`config.mk`:
```
export PLATFORM = sky130hd
export DESIGN_NAME = motor_ctrl_track
export DESIGN_NICKNAME = d
export VERILOG_FILES = /design/src/rtl/motor_ctrl_track.sv
export SDC_FILE = /design/constraint.sdc
export NUM_CORES = 1
export LEC_CHECK = 0
export CORE_AREA = 8 8 123 125
export CTS_CLUSTER_SIZE = 28
export DETAILED_ROUTE_END_ITERATION = 12
export DIE_AREA = 0 0 131 133
export PLACE_DENSITY = 0.83
export SLEW_MARGIN = 20
export SYNTH_ARGS = -nofsm -noshare
export SYNTH_HDL_FRONTEND = slang
export SYNTH_SLANG_ARGS = --single-unit
```
`constraint.sdc`:
```
create_clock -name clk -period 24.1 [get_ports clk]
set_clock_uncertainty 0.2 [all_clocks]
set_input_delay 2.41 -clock clk [delete_from_list [all_inputs] [get_ports clk]]
set_output_delay 2.41 -clock clk [all_outputs]
set_load 0.05 [all_outputs]
```
`src/rtl/motor_ctrl_track.sv`:
```
// motor_ctrl_track: centroid/proximity tracker producing slew-limited signed dps commands
// for a differential-drive robot, with bounded search and give-up on object loss.
module motor_ctrl_track #(
    parameter int NB_DPS     = 16,
    parameter int NB_CENT    = 8,
    parameter int NB_LOST    = 6,
    parameter int NB_SRCH    = 5,
    parameter int VEL_P0     = 600,
    parameter int VEL_P1     = 550,
    parameter int VEL_P2     = 450,
    parameter int VEL_P3     = 350,
    parameter int VEL_P4     = 250,
    parameter int VEL_P5     = 150,
    parameter int VEL_P6     = -250,
    parameter int VEL_P7     = -450,
    parameter int STEER_BASE = 125,
    parameter int STEER_STEP = 50,
    parameter int SEARCH_VEL = 250,
    parameter int RAMP_STEP  = 50,
    parameter int RAMP_DIV   = 1024
) (
    input  logic                     clk,
    input  logic                     rst_n,
    input  logic                     enable,
    input  logic [NB_CENT-1:0]       centroid,
    input  logic                     new_centroid,
    input  logic [2:0]               proximity,
    output logic signed [NB_DPS-1:0] motor_dps_left_o,
    output logic signed [NB_DPS-1:0] motor_dps_rght_o,
    output logic [2:0]               state_o,
    output logic                     lost_o
);
    localparam int H  = NB_CENT / 2;
    localparam int CW = (NB_LOST > NB_SRCH) ? NB_LOST : NB_SRCH;
    localparam int W  = NB_DPS + 2;
    localparam int D  = NB_DPS + 1;
    localparam int DW = $clog2(RAMP_DIV + 1);
    localparam logic [CW-1:0] LOST_T = CW'((1 << NB_LOST) - 1);
    localparam logic [CW-1:0] SRCH_T = CW'((1 << NB_SRCH) - 1);
    localparam logic signed [W-1:0] MAXW = W'((2 ** (NB_DPS - 1)) - 1);
    localparam logic signed [W-1:0] MINW = -W'(2 ** (NB_DPS - 1));
    localparam logic signed [W-1:0] SV = W'(SEARCH_VEL);
    localparam logic signed [D-1:0] STP = D'(RAMP_STEP);
    localparam logic signed [NB_DPS-1:0] STPN = NB_DPS'(RAMP_STEP);
    localparam logic signed [W-1:0] VEL [8] = '{W'(VEL_P0), W'(VEL_P1), W'(VEL_P2), W'(VEL_P3),
                                                 W'(VEL_P4), W'(VEL_P5), W'(VEL_P6), W'(VEL_P7)};

    typedef enum logic [2:0] {IDLE, WAIT, TRACK, SEARCH, GIVEUP} state_t;

    state_t state, state_nxt;
    logic [CW-1:0] cnt, cnt_nxt, cnt_inc;
    logic [NB_CENT-1:0] last_cent;
    logic last_seen_left;
    logic valid;
    logic [DW-1:0] div;
    logic tick;
    logic [H-1:0] rh, lh;
    logic use_right, centred, fwd, slow_left;
    int d_r, d_l;
    logic signed [W-1:0] v, corr, slow, tl, tr;
    logic signed [NB_DPS-1:0] tgt_l, tgt_r;

    function automatic logic signed [NB_DPS-1:0] sat(input logic signed [W-1:0] x);
        return (x > MAXW) ? MAXW[NB_DPS-1:0] : (x < MINW) ? MINW[NB_DPS-1:0] : x[NB_DPS-1:0];
    endfunction

    // Differences are taken one bit wider than the outputs so full-scale swings cannot wrap.
    function automatic logic signed [NB_DPS-1:0] ramp(input logic signed [NB_DPS-1:0] o,
                                                      input logic signed [NB_DPS-1:0] t);
        logic signed [D-1:0] df;
        df = D'(t) - D'(o);
        return (df > STP) ? o + STPN : (df < -STP) ? o - STPN : t;
    endfunction

    assign valid   = new_centroid && (centroid != '0);
    assign cnt_inc = (&cnt) ? cnt : cnt + 1'b1;
    assign tick    = (div == DW'(RAMP_DIV - 1));

    always_comb begin
        state_nxt = state;
        cnt_nxt   = cnt;
        if (!enable) begin
            state_nxt = IDLE;
            cnt_nxt   = '0;
        end else if (state == IDLE) begin
            state_nxt = WAIT;
            cnt_nxt   = '0;
        end else if (valid) begin
            state_nxt = TRACK;
            cnt_nxt   = '0;
        end else if (new_centroid) begin
            cnt_nxt = cnt_inc;
            if ((state == WAIT || state == TRACK) && cnt_inc >= LOST_T) begin
                state_nxt = SEARCH;
                cnt_nxt   = '0;
            end else if (state == SEARCH && cnt_inc >= SRCH_T) begin
                state_nxt = GIVEUP;
            end
        end
    end

    always_ff @(posedge clk or negedge rst_n) begin
        if (!rst_n) begin
            state          <= IDLE;
            cnt            <= '0;
            last_cent      <= '0;
            last_seen_left <= 1'b0;
        end else begin
            state <= state_nxt;
            cnt   <= cnt_nxt;
            if (enable && valid) begin
                last_cent      <= centroid;
                last_seen_left <= |centroid[NB_CENT-1:H];
            end
        end
    end

    assign rh        = last_cent[H-1:0];
    assign lh        = last_cent[NB_CENT-1:H];
    assign use_right = |rh;
    assign centred   = last_cent[H] & last_cent[H-1];

    // Distance from centre of the innermost occupied bin in each half.
    always_comb begin
        d_r = 0;
        d_l = 0;
        for (int i = 0; i < H; i++)
            if (rh[i]) d_r = H - 1 - i;
        for (int i = H - 1; i >= 0; i--)
            if (lh[i]) d_l = i;
    end

    assign v         = VEL[proximity];
    assign corr      = W'(STEER_BASE) + W'((use_right ? d_r : d_l) * STEER_STEP);
    assign fwd       = v > 0;
    assign slow      = fwd ? ((v - corr > 0) ? v - corr : '0) : ((v + corr < 0) ? v + corr : '0);
    assign slow_left = (use_right == fwd);

    always_comb begin
        tl = '0;
        tr = '0;
        if (state == TRACK) begin
            tl = (centred || !slow_left) ? v : slow;
            tr = (centred || slow_left) ? v : slow;
        end else if (state == SEARCH) begin
            tl = last_seen_left ? SV : -SV;
            tr = last_seen_left ? -SV : SV;
        end
        tgt_l = sat(tl);
        tgt_r = sat(tr);
    end

    always_ff @(posedge clk or negedge rst_n) begin
        if (!rst_n) begin
            div              <= '0;
            motor_dps_left_o <= '0;
            motor_dps_rght_o <= '0;
        end else begin
            div <= tick ? '0 : div + 1'b1;
            if (!enable) begin
                motor_dps_left_o <= '0;
                motor_dps_rght_o <= '0;
            end else if (RAMP_STEP == 0) begin
                motor_dps_left_o <= tgt_l;
                motor_dps_rght_o <= tgt_r;
            end else if (tick) begin
                motor_dps_left_o <= ramp(motor_dps_left_o, tgt_l);
                motor_dps_rght_o <= ramp(motor_dps_rght_o, tgt_r);
            end
        end
    end

    assign state_o = state;
    assign lost_o  = (state == SEARCH) || (state == GIVEUP);
endmodule

```
Word level (Yosys, flattened, before mapping)
Memory sizes are Yosys's and may differ from the RTL's.
Cells that the tools add are included.
{ "totals": {"romBits": 144, "latch_bits": 0, "word_cells": 109, "mem_count": 1, "out_inout_bits": 36, "ff_bits": 61, "ramBits": 0, "inputBits": 15} }
{ "op_classes": {"multipliers": 1, "n_reduce_logical": 15, "mux": 47, "addsub": 13, "bitwise_logic": 2, "shift": 0, "div": 0, "n_lt_le_gt_ge": 14, "eq_ne": 9} }
{ "mem_list": {"columns": ["name", "depth", "width", "rd", "rd_clocked_by_memory_dff", "wr", "line_no", "source"], "rows": [
  ["(no name shown)", 8, 18, 1, 0, 0, "133", "assign v = VEL[proximity];"]
]} }
{ "ops": {"columns": ["operator", "count"], "rows": [
  ["18-bit 2-to-1 mux", 13],
  ["32-bit 2-to-1 mux", 7],
  ["16-bit 2-to-1 mux", 12],
  ["18-bit by 16-bit greater-than comparator with 1-bit output (second input constant)", 2],
  ["18-bit by 16-bit < comparator with 1-bit output (second input constant)", 2],
  ["6-bit 2-to-1 mux", 6],
  ["17-bit by 7-bit greater-than comparator with 1-bit output (second input constant)", 2],
  ["17-bit by 7-bit < comparator with 1-bit output (second input constant)", 2],
  ["16-bit by 16-bit subtractor with 17-bit output", 2],
  ["16-bit by 7-bit adder with 16-bit output (second input constant)", 2],
  ["32-bit by 6-bit multiplier with 17-bit output (second input constant)", 1],
  ["16-bit by 7-bit subtractor with 16-bit output (second input constant)", 2],
  ["18-bit by 18-bit adder with 19-bit output", 1],
  ["19-bit by 1-bit greater-than comparator with 1-bit output (second input constant)", 1],
  ["19-bit by 1-bit < comparator with 1-bit output (second input constant)", 1],
  ["18-bit by 18-bit subtractor with 19-bit output", 1],
  ["18-bit adder", 1],
  ["8-bit by 18-bit adder with 18-bit output (first input constant)", 1],
  ["18-bit by 1-bit greater-than comparator with 1-bit output (second input constant)", 1],
  ["3-bit 2-to-1 mux", 6],
  ["18-bit subtractor", 1],
  ["11-bit by 1-bit adder with 11-bit output (second input constant)", 1],
  ["11-bit by 10-bit equality test with 1-bit output (second input constant)", 1],
  ["11-bit 2-to-1 mux", 1],
  ["22 further kinds", 31]
]} }

Logic depth before layout (Yosys ltp)
{ "depth": {"ltp_word": 22, "mapped_depth": 37, "mapped_depth_nobuf": 33} }

Worst setup path after synthesis
OpenSTA, ideal clock, no wires.
{ "synth_path": {"path_type": "in2reg", "startpoint": "input proximity[1]", "endpoint": "register motor_dps_rght_o[8]", "arrival_time_ns": 8.875, "cell_stages": 29, "setup_time_ns": 0.137, "setup_slack_ns": 14.888, "required_ns": 23.763, "n_path_buf": 3, "cell_sequence": "inv_1 > ha_1 > inv_1 > o21ai_0 > inv_1 > ha_1 > clkbuf_1 > o21ai_0 > a221o_1 > a21oi_1 > o21bai_1 > fa_1 > o21bai_1 > o211a_1 > nor3_1 > buf_2 > o31ai_1 > ha_1 > nor2b_1 > o2111ai_1 > a311oi_1 > or3_1 > mux2i_1 > or4_4 > o41ai_4 > buf_6 > o21ai_1 > a22oi_1 > a221oi_2"} }
{ "synth_via": {"elab_chain_len": 19, "word_cells_on_any_way": 29, "cone_classes": "add/sub (5); order compare (7); eq/ne (1); mux (13); bitwise (1); reduce/logical (1); memory (1)"} }
{ "synth_lines": {"columns": ["element", "line_no", "source"], "rows": [
  ["start, declared", "27", "input logic [2:0] proximity,"],
  ["3-bit NOT with 4-bit output (not written as such) (*)", "133", null],
  ["memory 8 x 18 bit (*)", null, null],
  ["18-bit 2-to-1 mux (not written as such) (*) (2 in a row)", "133", null],
  ["18-bit by 18-bit adder with 19-bit output / 18-bit by 18-bit subtractor with 19-bit output (equally long branches)", "136", "assign slow = fwd ? ((v - corr > 0) ? v - corr : '0) : ((v + corr < 0) ? v + corr : '0);"],
  ["19-bit by 1-bit < comparator with 1-bit output / 19-bit by 1-bit greater-than comparator with 1-bit output (equally long branches)", "136", null],
  ["18-bit 2-to-1 mux (2 in a row)", "136", null],
  ["18-bit 2-to-1 mux (*)", "144", "tr = (centred || slow_left) ? v : slow;"],
  ["18-bit 2-to-1 mux (*)", "142", "if (state == TRACK) begin"],
  ["18-bit by 16-bit < comparator with 1-bit output", "64", "return (x > MAXW) ? MAXW[NB_DPS-1:0] : (x < MINW) ? MINW[NB_DPS-1:0] : x[NB_DPS-1:0];"],
  ["16-bit 2-to-1 mux", "64", null],
  ["16-bit 2-to-1 mux (*)", "64", null],
  ["16-bit by 16-bit subtractor with 17-bit output", "71", "df = D'(t) - D'(o);"],
  ["17-bit by 7-bit < comparator with 1-bit output", "72", "return (df > STP) ? o + STPN : (df < -STP) ? o - STPN : t;"],
  ["16-bit 2-to-1 mux", "72", null],
  ["16-bit 2-to-1 mux (*)", "72", null],
  ["16-bit 2-to-1 mux (*)", "166", "end else if (tick) begin"],
  ["16-bit 2-to-1 mux (*)", "160", "if (!enable) begin"],
  ["end signal, assigned", "165", "motor_dps_rght_o <= tgt_r;"],
  ["end signal, assigned", "168", "motor_dps_rght_o <= ramp(motor_dps_rght_o, tgt_r);"],
  ["end, declared", "29", "output logic signed [NB_DPS-1:0] motor_dps_rght_o,"]
]} }
Mark *: on every way between the ends. The rest lies on a longest branch, timed or not. The select of a mux whose other input is x is not followed.
A chain may end at the register's enable or synchronous reset.

Worst setup path after layout
{ "layout_path": {"startpoint": "input proximity[1]", "endpoint": "register motor_dps_rght_o[13]"} }
Same word-level chain as after synthesis.

==> impl_metrics.toml <==
[logic_synthesis]
synth_top_family_by_area = "compound AO/OA/AOI/OAI gates"
synth_edf_count = 0
synth-compound-area-share = 0.305
synthAdderAreaFrac = 0.111
ys_top_cells_by_area = "dfrtp_1, ha_1, nor2_1"
synthTopCellsByCount = "nor2_1, nand2_1, o21ai_0"
synth-seq-cells = 61
synth.avg_cell_area_um2 = 7.56
synth_area_um2 = 8120
yosysTopAreaCellShare = 0.188
syn_inst = 1074
synth_xor_area_frac = 0.0529
synthMuxAreaShare = 0.0344
synthSimpleGateAreaFrac = 0.253
synthFlopType = "dfrtp_1"
yosysMostFrequentCell = "nor2_1"
ys_warn_count = 0
synth_seq_area_share = 0.188
synth.distinct_cells = 91
synth_fp_nets = 1158
synth_top_cell_by_area = "dfrtp_1"
synth-async-reset-ratio = 1.00

[clocking]
cts_inserted_buffers = 9
clk_pin_slew_ns = 0.06
cts_setup_buffers = 0
cts_buffer_depth = 2
clock-sinks = 61
clock-root-buffer = "clkbuf_16"
holdBufCountCts = 0
clock_insertion_delay_worst_skew_ns = 0.33
cts_tree = "yes"
htree_levels = 3
cts-resized-gates = 0

[route]
wl_per_cell_um = 18.8
drc = 0
wirelength_um = 24200
dr.pass1.iters = 6
via_count = 8731
drtAntennaViolNets = 0
viasPerCell = 6.81
drt-initial-drc-count = 1070

[critical_path]
crit_top_cell = "o21ai_0"
cp_max_fo = 15
required_ns = 24.13
reg2reg_depth = 33
end_kind = "register"
worstSetupStartpointType = "input port"
max_stage_delay_ns = 0.84
arrival_ns = 10.91
crit_type = "input port to register"
slowest_stage = "o41ai_4"

[finish]
areaGrowthSynthToFinish_pct = 10.6
diodes = 0
drive_gt1_frac = 0.0669
nets = 1185
fin_util = 0.686
finalInstanceArea_um2 = 8970
fillers = 1100

[die]
initial_utilization = 0.620
die-height_um = 133
die_x_um = 131
die_area_um2 = 17400
coreArea_um2 = 13100
ios = 51
fp-row-count = 42

[worst_hold_path]
hold_class = "register to register"
min_delay_path_depth = 1

[timing]
max-slew-margin-rel = 0.374
holdWs_ns = 0.287
fin_ws_ns = 13.21
timing.final.crit_share = 0.452
clock.fmax_ghz = 0.0918
slew_violations = 0
finalCriticalPeriod_ns = 10.89
rsz0062_at_grt = "no"
setup_viol = 0
hold_viol = 0
tns_ns = 0
worst_slew_pin_slew_ns = 0.935

[global_routing]
grt.overflow.total = 0
antenna_found_initial = 0
grt_max_degree = 62
grt_pass1_wl_um = 39500
grt_pass1_vias = 8156
grt_use_total = 0.274

[outcome]
status = "finished clean"

[placement]
dpl.hpwl_um = 18200
dpl_worst_slack_ns = 13.11
placed_cell_area_um2 = 8700
portBuffers = 50
gp_congestion = 0.993

[job]
max_cap_violations = 0

[power]
power.leakage_nw = 3.74
powerDensity_nw_per_um2 = 57.0
irDropWorstVdd_mv = 0.0406
critical path, delay by kind of cell:
| kind | cells | cell delay (ns) |
|---|---|---|
| AO/OA/AOI/OAI | 19 | 5.01 |
| buffers and inverters | 4 | 1.00 |
| adder cells (fa/ha/maj) | 4 | 1.63 |
| AND/OR/NAND/NOR | 2 | 0.87 |
sequential cells by signal, summed over array words and instances (netlist names):
name              cells
cnt                   6
div                  11
last_cent             8
last_seen_left        1
motor_dps_left_o     16
motor_dps_rght_o     16
state_o               3
stage by stage:
stage	instances	total power [W]
finish	1282	0.000512
global route	1282	0.000539
CTS	1282	0.000504
detailed placement	1266	0.000382
global placement	1266	0.000379
floorplan	1074	0.000325
power by group:
group	leakage (nW)	total (W)	switching, W	internal, W
clock network	0.140	0.000121	0.0000507	0.0000698
logic	2.78	0.000281	0.000174	0.000107
registers	0.816	0.000110	0.00000516	0.000105
path summary, 6_finish.rpt:
path	to	slack [ns]	from
min in group asynchronous	motor_dps_rght_o[8]	2.04	rst_n
max in group asynchronous	motor_dps_left_o[11]	21.13	rst_n
setup reg to reg	motor_dps_rght_o[13]	15.39	last_cent[6]
hold / removal	div[6]	0.29	div[6]
hold reg to reg	div[6]	0.29	div[6]
setup / recovery	motor_dps_rght_o[13]	13.21	proximity[1]
kinds of logic after synthesis:
group | count (synthesis)
multiplexers | 26
adder cells (fa/ha/maj) | 69
AND/OR/NAND/NOR | 408
buffers and inverters | 111
flip-flops | 61
AO/OA/AOI/OAI | 350
XOR/XNOR | 49
metal layers:
layer | global-route usage | part of all wire | up-vias
met3 | 0.0470 | 0.089 | 75
li1 | - | - | 4081
met5 | 0 | 0 | -
met2 | 0.436 | 0.46 | 500
met4 | 0.117 | 0.030 | 0
met1 | 0.356 | 0.42 | 4075
area by class of cell:
class	count	area, µm²	share of cell area
clock buffers	9	225	0.0251
clock inverters	7	50.0	0.00558
inverters	70	263	0.0293
multi-input cells	902	6140	0.684
flip-flops and latches	61	1530	0.170
well taps	176	220	0.0245
repair buffers	57	548	0.0611
layout by cell type, fill, tap and decap left out, types with 16 or more instances in the layout:
cell type	count
nand2_1	89
inv_1	69
and3_1	17
nor2_1	104
nand3_1	43
nor2b_1	19
xnor2_1	30
xor2_1	19
o21ai_0	71
clkdlybuf4s50_1	49
a21oi_1	69
nor3_1	32
dfrtp_1	61
ha_1	64
o211ai_1	21
nor4_1	16
Power figures use the tool's default switching activity.
